===== config.mk =====
export PLATFORM = sky130hd
export DESIGN_NAME = serial_flag_alu_flat
export DESIGN_NICKNAME = d
export VERILOG_FILES = /design/src/rtl/serial_flag_alu_pkg.sv /design/src/rtl/serial_flag_alu_if.sv /design/src/rtl/serial_flag_alu_slice.sv /design/src/rtl/serial_flag_alu.sv /design/src/flat_wrapper.sv
export SDC_FILE = /design/constraint.sdc
export NUM_CORES = 1
export LEC_CHECK = 0
export CORE_ASPECT_RATIO = 0.75
export CORE_MARGIN = 2
export CORE_UTILIZATION = 55
export DETAILED_ROUTE_END_ITERATION = 16
export MAX_ROUTING_LAYER = met4
export PLACE_DENSITY = 0.81
export SLEW_MARGIN = 15
export SYNTH_ARGS = -nofsm -noshare
export SYNTH_HDL_FRONTEND = slang
export SYNTH_SLANG_ARGS = --single-unit

===== constraint.sdc =====
create_clock -name clk -period 2.7 [get_ports clk]
set_input_delay 0.27 -clock clk [delete_from_list [all_inputs] [get_ports clk]]
set_output_delay 0.27 -clock clk [all_outputs]
set_load 0.05 [all_outputs]

===== src/rtl/serial_flag_alu_pkg.sv =====
// Shared encodings for the bit-serial flag ALU: operation codes and FSM states.
package serial_flag_alu_pkg;

  typedef enum logic [1:0] {
    OP_ADD = 2'b00,
    OP_SUB = 2'b01,
    OP_AND = 2'b10,
    OP_OR  = 2'b11
  } alu_op_e;

  typedef enum logic {
    ST_IDLE = 1'b0,
    ST_RUN  = 1'b1
  } alu_state_e;

endpackage


===== src/rtl/serial_flag_alu_if.sv =====
// Request/result bundle between the execute-stage requester and the serial ALU.
// Handshake: start is sampled only while busy=0; done pulses one cycle when result/flags update.
interface serial_flag_alu_if #(
  parameter int WIDTH = 32
);
  logic             start;
  logic [1:0]       op;
  logic [WIDTH-1:0] a;
  logic [WIDTH-1:0] b;
  logic             busy;
  logic             done;
  logic [WIDTH-1:0] result;
  logic             cout;
  logic             zero;
  logic             sign;
  logic             overflow;

  modport master (
    output start, op, a, b,
    input  busy, done, result, cout, zero, sign, overflow
  );

  modport slave (
    input  start, op, a, b,
    output busy, done, result, cout, zero, sign, overflow
  );
endinterface


===== src/rtl/serial_flag_alu_slice.sv =====
// One-bit combinational ALU slice; SUB inverts b here so the carry chain is a plain adder.
module serial_alu_slice
  import serial_flag_alu_pkg::*;
(
  input  logic    a_i,
  input  logic    b_i,
  input  logic    cin_i,
  input  alu_op_e op_i,
  output logic    r_o,
  output logic    cout_o
);
  logic b_eff;

  always_comb begin
    b_eff  = (op_i == OP_SUB) ? ~b_i : b_i;
    r_o    = 1'b0;
    cout_o = 1'b0;
    case (op_i)
      OP_ADD, OP_SUB: begin
        r_o    = a_i ^ b_eff ^ cin_i;
        cout_o = (a_i & b_eff) | (cin_i & (a_i ^ b_eff));
      end
      OP_AND:  r_o = a_i & b_i;
      OP_OR:   r_o = a_i | b_i;
      default: r_o = 1'b0;
    endcase
  end
endmodule


===== src/rtl/serial_flag_alu.sv =====
// Bit-serial ALU producing result + cout/zero/sign/overflow, LSB first.
// Define SERIAL_ALU_2BIT_EN to process two bits per cycle (WIDTH must be even).
module serial_flag_alu
  import serial_flag_alu_pkg::*;
#(
  parameter int WIDTH = 32
) (
  input  logic             clk,
  input  logic             rst_n,
  serial_flag_alu_if.slave bus,
  output alu_state_e       dbg_state_o
);
`ifdef SERIAL_ALU_2BIT_EN
  localparam int STEP = 2;
`else
  localparam int STEP = 1;
`endif
  localparam int CW = $clog2(WIDTH);
  localparam logic [CW-1:0] LAST_CNT = CW'(WIDTH / STEP - 1);

  alu_state_e       state_q, state_d;
  logic [CW-1:0]    cnt_q, cnt_d;
  logic [WIDTH-1:0] a_sh_q, a_sh_d, b_sh_q, b_sh_d, res_sh_q, res_sh_d;
  alu_op_e          op_q, op_d;
  logic             carry_q, carry_d, zacc_q, zacc_d;
  logic [WIDTH-1:0] result_q, result_d;
  logic             cout_q, cout_d, zero_q, zero_d, sign_q, sign_d, ovf_q, ovf_d, done_q, done_d;

  logic             r0, c0;
  logic [STEP-1:0]  r_bits;
  logic             c_step, cin_msb, is_arith;

  serial_alu_slice u_slice0 (
    .a_i(a_sh_q[0]), .b_i(b_sh_q[0]), .cin_i(carry_q), .op_i(op_q), .r_o(r0), .cout_o(c0)
  );

`ifdef SERIAL_ALU_2BIT_EN
  logic r1, c1;
  if (WIDTH % 2 != 0) begin : g_width_chk
    $error("serial_flag_alu: WIDTH must be even when two bits are processed per cycle");
  end
  serial_alu_slice u_slice1 (
    .a_i(a_sh_q[1]), .b_i(b_sh_q[1]), .cin_i(c0), .op_i(op_q), .r_o(r1), .cout_o(c1)
  );
  assign r_bits  = {r1, r0};
  assign c_step  = c1;
  assign cin_msb = c0;
`else
  assign r_bits  = r0;
  assign c_step  = c0;
  assign cin_msb = carry_q;
`endif

  assign is_arith = (op_q == OP_ADD) || (op_q == OP_SUB);

  always_comb begin
    state_d  = state_q;
    cnt_d    = cnt_q;
    a_sh_d   = a_sh_q;
    b_sh_d   = b_sh_q;
    res_sh_d = res_sh_q;
    op_d     = op_q;
    carry_d  = carry_q;
    zacc_d   = zacc_q;
    result_d = result_q;
    cout_d   = cout_q;
    zero_d   = zero_q;
    sign_d   = sign_q;
    ovf_d    = ovf_q;
    done_d   = 1'b0;
    case (state_q)
      ST_IDLE: begin
        if (bus.start) begin
          state_d = ST_RUN;
          a_sh_d  = bus.a;
          b_sh_d  = bus.b;
          op_d    = alu_op_e'(bus.op);
          cnt_d   = '0;
          carry_d = (alu_op_e'(bus.op) == OP_SUB);
          zacc_d  = 1'b0;
        end
      end
      ST_RUN: begin
        // Result bits enter at the MSB end so bit 0 lands at position 0 after the last step.
        a_sh_d   = a_sh_q >> STEP;
        b_sh_d   = b_sh_q >> STEP;
        res_sh_d = {r_bits, res_sh_q[WIDTH-1:STEP]};
        carry_d  = c_step;
        zacc_d   = zacc_q | (|r_bits);
        cnt_d    = cnt_q + 1'b1;
        if (cnt_q == LAST_CNT) begin
          state_d  = ST_IDLE;
          result_d = res_sh_d;
          cout_d   = is_arith & c_step;
          ovf_d    = is_arith & (cin_msb ^ c_step);
          zero_d   = ~(zacc_q | (|r_bits));
          sign_d   = res_sh_d[WIDTH-1];
          done_d   = 1'b1;
        end
      end
      default: state_d = ST_IDLE;
    endcase
  end

  always_ff @(posedge clk or negedge rst_n) begin
    if (!rst_n) begin
      state_q  <= ST_IDLE;
      cnt_q    <= '0;
      a_sh_q   <= '0;
      b_sh_q   <= '0;
      res_sh_q <= '0;
      op_q     <= OP_ADD;
      carry_q  <= 1'b0;
      zacc_q   <= 1'b0;
      result_q <= '0;
      cout_q   <= 1'b0;
      zero_q   <= 1'b0;
      sign_q   <= 1'b0;
      ovf_q    <= 1'b0;
      done_q   <= 1'b0;
    end else begin
      state_q  <= state_d;
      cnt_q    <= cnt_d;
      a_sh_q   <= a_sh_d;
      b_sh_q   <= b_sh_d;
      res_sh_q <= res_sh_d;
      op_q     <= op_d;
      carry_q  <= carry_d;
      zacc_q   <= zacc_d;
      result_q <= result_d;
      cout_q   <= cout_d;
      zero_q   <= zero_d;
      sign_q   <= sign_d;
      ovf_q    <= ovf_d;
      done_q   <= done_d;
    end
  end

  assign bus.busy     = (state_q == ST_RUN);
  assign bus.done     = done_q;
  assign bus.result   = result_q;
  assign bus.cout     = cout_q;
  assign bus.zero     = zero_q;
  assign bus.sign     = sign_q;
  assign bus.overflow = ovf_q;
  assign dbg_state_o  = state_q;
endmodule


===== src/flat_wrapper.sv =====
// flat-port wrapper written by rule: the top's interface ports become plain ports
module serial_flag_alu_flat import serial_flag_alu_pkg::*;
#(
  parameter int WIDTH = 32
)
  (clk, rst_n, dbg_state_o, bus_start, bus_op, bus_a, bus_b, bus_busy, bus_done, bus_result, bus_cout, bus_zero, bus_sign, bus_overflow);
  serial_flag_alu_if #(.WIDTH(WIDTH)) bus_i ();
  input  logic clk;
  input  logic rst_n;
  output alu_state_e dbg_state_o;
  input wire logic [$bits(bus_i.start)-1:0] bus_start;
  input wire logic [$bits(bus_i.op)-1:0] bus_op;
  input wire logic [$bits(bus_i.a)-1:0] bus_a;
  input wire logic [$bits(bus_i.b)-1:0] bus_b;
  output wire logic [$bits(bus_i.busy)-1:0] bus_busy;
  output wire logic [$bits(bus_i.done)-1:0] bus_done;
  output wire logic [$bits(bus_i.result)-1:0] bus_result;
  output wire logic [$bits(bus_i.cout)-1:0] bus_cout;
  output wire logic [$bits(bus_i.zero)-1:0] bus_zero;
  output wire logic [$bits(bus_i.sign)-1:0] bus_sign;
  output wire logic [$bits(bus_i.overflow)-1:0] bus_overflow;
  assign bus_i.start = bus_start;
  assign bus_i.op = bus_op;
  assign bus_i.a = bus_a;
  assign bus_i.b = bus_b;
  assign bus_busy = bus_i.busy;
  assign bus_done = bus_i.done;
  assign bus_result = bus_i.result;
  assign bus_cout = bus_i.cout;
  assign bus_zero = bus_i.zero;
  assign bus_sign = bus_i.sign;
  assign bus_overflow = bus_i.overflow;
  serial_flag_alu #(.WIDTH(WIDTH)) u_core (.clk(clk), .rst_n(rst_n), .bus(bus_i), .dbg_state_o(dbg_state_o));
endmodule

==> flow_summary.yaml <==
sta:
  finalSetupViolations: 0
  tightest_slew_ps: 732.8
  drv_slew: 0
  period_minus_slack_ps: 2208
  finalCritPeriodShare_pct: 81.79
  finalClockSkew_ps: 7.174
  finalHoldViolCount: 0
  rsz0062_at_grt: "false"
  max_freq_mhz: 452.8
  relSlewSlack_pct: 51.15
  tns_ps: 0
  layout_setup_ws_ps: 491.8
synth:
  synth.distinct_cells: 33
  syn_inst: 474
  synth_warnings: 0
  synthArstFlopShare_pct: 100.0
  ys.flop_type: "dfrtp_1"
  ys_ff_latch: 141
  synth_area_um2: 6202
  synth_seq_area_share_pct: 56.89
  avgSynthCellArea_um2: 13.08
  synth-edff-count: 0
  syn-num-nets: 546
setup_path:
  r2r_start: "u_core.cnt_q[0]"
  critPathTopFamily: "buffers and inverters"
  endpoint: "bus_busy"
  critPathLaunchType: "flop"
  crit_path_max_fanout: 35
  cpPeakStageDelay_ps: 870
  critPathKind: "flop to output port"
  r2r_cells: 6
  path_cells: "clkdlybuf4s50_1"
  cp-end-kind: "output port"
  worstPathArrival_ps: 1940
  r2r-end: "u_core.bus.result[0]"
  cp_slowest_cell: "clkdlybuf4s50_1"
  critPathRequiredTime_ps: 2430
  startpoint: "u_core.bus.busy"
  cp_num_cells: 1
  critPathBufInv: 1
  rrSetupSlack_ps: 750
floorplanning:
  start_util_pct: 56.68
  ios: 108
  fp.dieH_um: 95.97
  die_x_um: 126.6
  rows: 33
  dieArea_um2: 12150
  core-area_um2: 10940
grt:
  grt_pass1_wl_um: 19770
  grt_pass1_vias: 3902
  antenna_found_initial: 0
  grt_overflow: 0
  grt_max_degree: 83
  gr-usage-all-layers_pct: 21.67
clock_network:
  cts.sinks: 141
  clkLatencyLatePin_ps: 410
  postCtsSetupBuffers: 0
  root_buffer: "clkbuf_16"
  cts_made_buffers: 17
  clock_path_buffers: 2
  clkTransAtPathRegs_ps: 60
  htreeDepth: 4
  hold_buffers: 1
  post_cts_resized: 0
  cts_tree: "done"
cells_and_area:
  fin_nets: 649
  area_growth_pct: 27.05
  antenna_cells: 0
  seqCellArea_um2: 3532
  drive_gt1_share_pct: 17.80
  layoutNonFillerInstCount: 730
  final_common_cell: "dfrtp_1"
  multi_input_area_um2: 2386
  nFillCells: 708
  final_cell_mix: "dfrtp_1 (140), clkdlybuf4s50_1 (105), nand2_1 (69)"
placement:
  io_buffer_count: 107
  preCtsSetupSlack_ps: 757.5
  gp_congestion: 0.7682
  placedCellCount: 697
  hpwl_um: 7420
routing:
  wirelength_um: 11850
  wl_per_cell_um: 16.24
  ant_nets: 0
  via_per_inst: 5.249
  drc: 0
  vias: 3832
  drtPass1Iterations: 4
  drt_iter0_markers: 288
worst_hold_path:
  min-delay-path-class: "input pin to flop"
pwr:
  pwr_density_cell_nw_per_um2: 1157
  power_leakage_nw: 3.714
  vdd_drop_max_mv: 0.5468
flow_run:
  maxCapViolations: 0
status:
  status: "completed"
-- cells by family (layout without fill, tap and decap cells) --
logic type                 Yosys count  after routing  share of synthesized area [%]
xor gates and xnor gates             4              4                         0.5650
muxes                              129            129                          24.87
DFF                                141            141                          56.89
AOI/OAI and AO/OA                   74             74                          6.274
and+or+nand+nor                     87             87                          5.870
adders and majority gates            4              4                         0.8876
buffers and inverters               35            151                          4.640
-- cell type report --
cell class | instances | area share, %
inverter | 3 | 0.2064
timing repair buffer | 116 | 14.46
clock inverter | 12 | 2.461
sequential | 141 | 44.82
clock buffer | 20 | 5.541
tap | 140 | 2.223
multi-input combinational | 298 | 30.28
-- where the power goes --
part / internal [mW] / switching (mW)
sequential: 2.95 / 0.617
combinational: 1.44 / 1.62
clock: 1.63 / 0.856
-- cell usage after synthesis, types with 2 or more instances --
| library cell | number | share of area, % |
|---|---|---|
| buf_8 | 3 | 0.73 |
| dfrtp_1 | 141 | 57 |
| buf_6 | 11 | 2.0 |
| nand2_1 | 69 | 4.2 |
| mux2i_1 | 66 | 11 |
| nand2b_1 | 4 | 0.40 |
| a31oi_1 | 2 | 0.20 |
| o21ai_0 | 61 | 4.9 |
| mux2_4 | 46 | 11 |
| xnor2_1 | 3 | 0.42 |
| inv_1 | 2 | 0.12 |
| buf_2 | 4 | 0.32 |
| mux2_2 | 17 | 3.1 |
| a22o_1 | 2 | 0.28 |
| nor2_1 | 8 | 0.48 |
| clkbuf_1 | 6 | 0.36 |
| o21ai_1 | 4 | 0.32 |
| buf_4 | 8 | 0.97 |
| a21oi_1 | 2 | 0.16 |
| ha_1 | 2 | 0.40 |
-- sequential cells by signal (all words and copies together), names as in the netlist --
| register | cells |
|---|---|
| u_core.op_q | 2 |
| u_core.bus.sign | 1 |
| u_core.a_sh_q | 32 |
| u_core.bus.busy | 1 |
| u_core.cnt_q | 5 |
| u_core.bus.result | 31 |
| u_core.bus.zero | 1 |
| u_core.bus.done | 1 |
| u_core.carry_q | 1 |
| u_core.bus.cout | 1 |
| u_core.res_sh_q | 31 |
| u_core.b_sh_q | 32 |
| u_core.zacc_q | 1 |
| u_core.bus.overflow | 1 |
-- how the worst min path moves through the flow --
stage,from,cells past startpoint,end,slack (ps)
2_1_floorplan,rst_n,0,u_core.a_sh_q[0],-30
3_3_place_gp,rst_n,1,u_core.b_sh_q[20],360
3_5_place_dp,rst_n,1,u_core.b_sh_q[19],360
4_1_cts,bus_start,3,u_core.b_sh_q[31],420
5_1_grt,bus_start,3,u_core.b_sh_q[31],450
6_report,bus_start,3,u_core.b_sh_q[31],420
-- metal layers --
metal	vias to the layer above	share of wire, %	track usage [%]
li1	1844	-	-
met1	1881	47	28.99
met2	88	47	32.09
met3	19	3.7	5.003
met4	0	2.2	9.707
met5	-	0	-
-- through the flow --
stage | utilization [%] | cell area (um2) | hold slack [ps] | power (mW)
after floorplan | - | 6202 | -25.59 | 5.728
after global placement | 66.16 | 7239 | 355.4 | 6.479
after detailed placement | 66.16 | 7239 | 360.6 | 6.620
after CTS | 72.02 | 7880 | 418.7 | 9.184
after global routing | 72.02 | 7880 | 446.8 | 9.602
final | 72.02 | 7880 | 424.3 | 9.114
-- worst min-delay path: stages --
cell and delay [ps]:
buf_4 270, mux2i_1 170, nor2_1 70
Note: power is estimated with default switching activity, not from simulation.
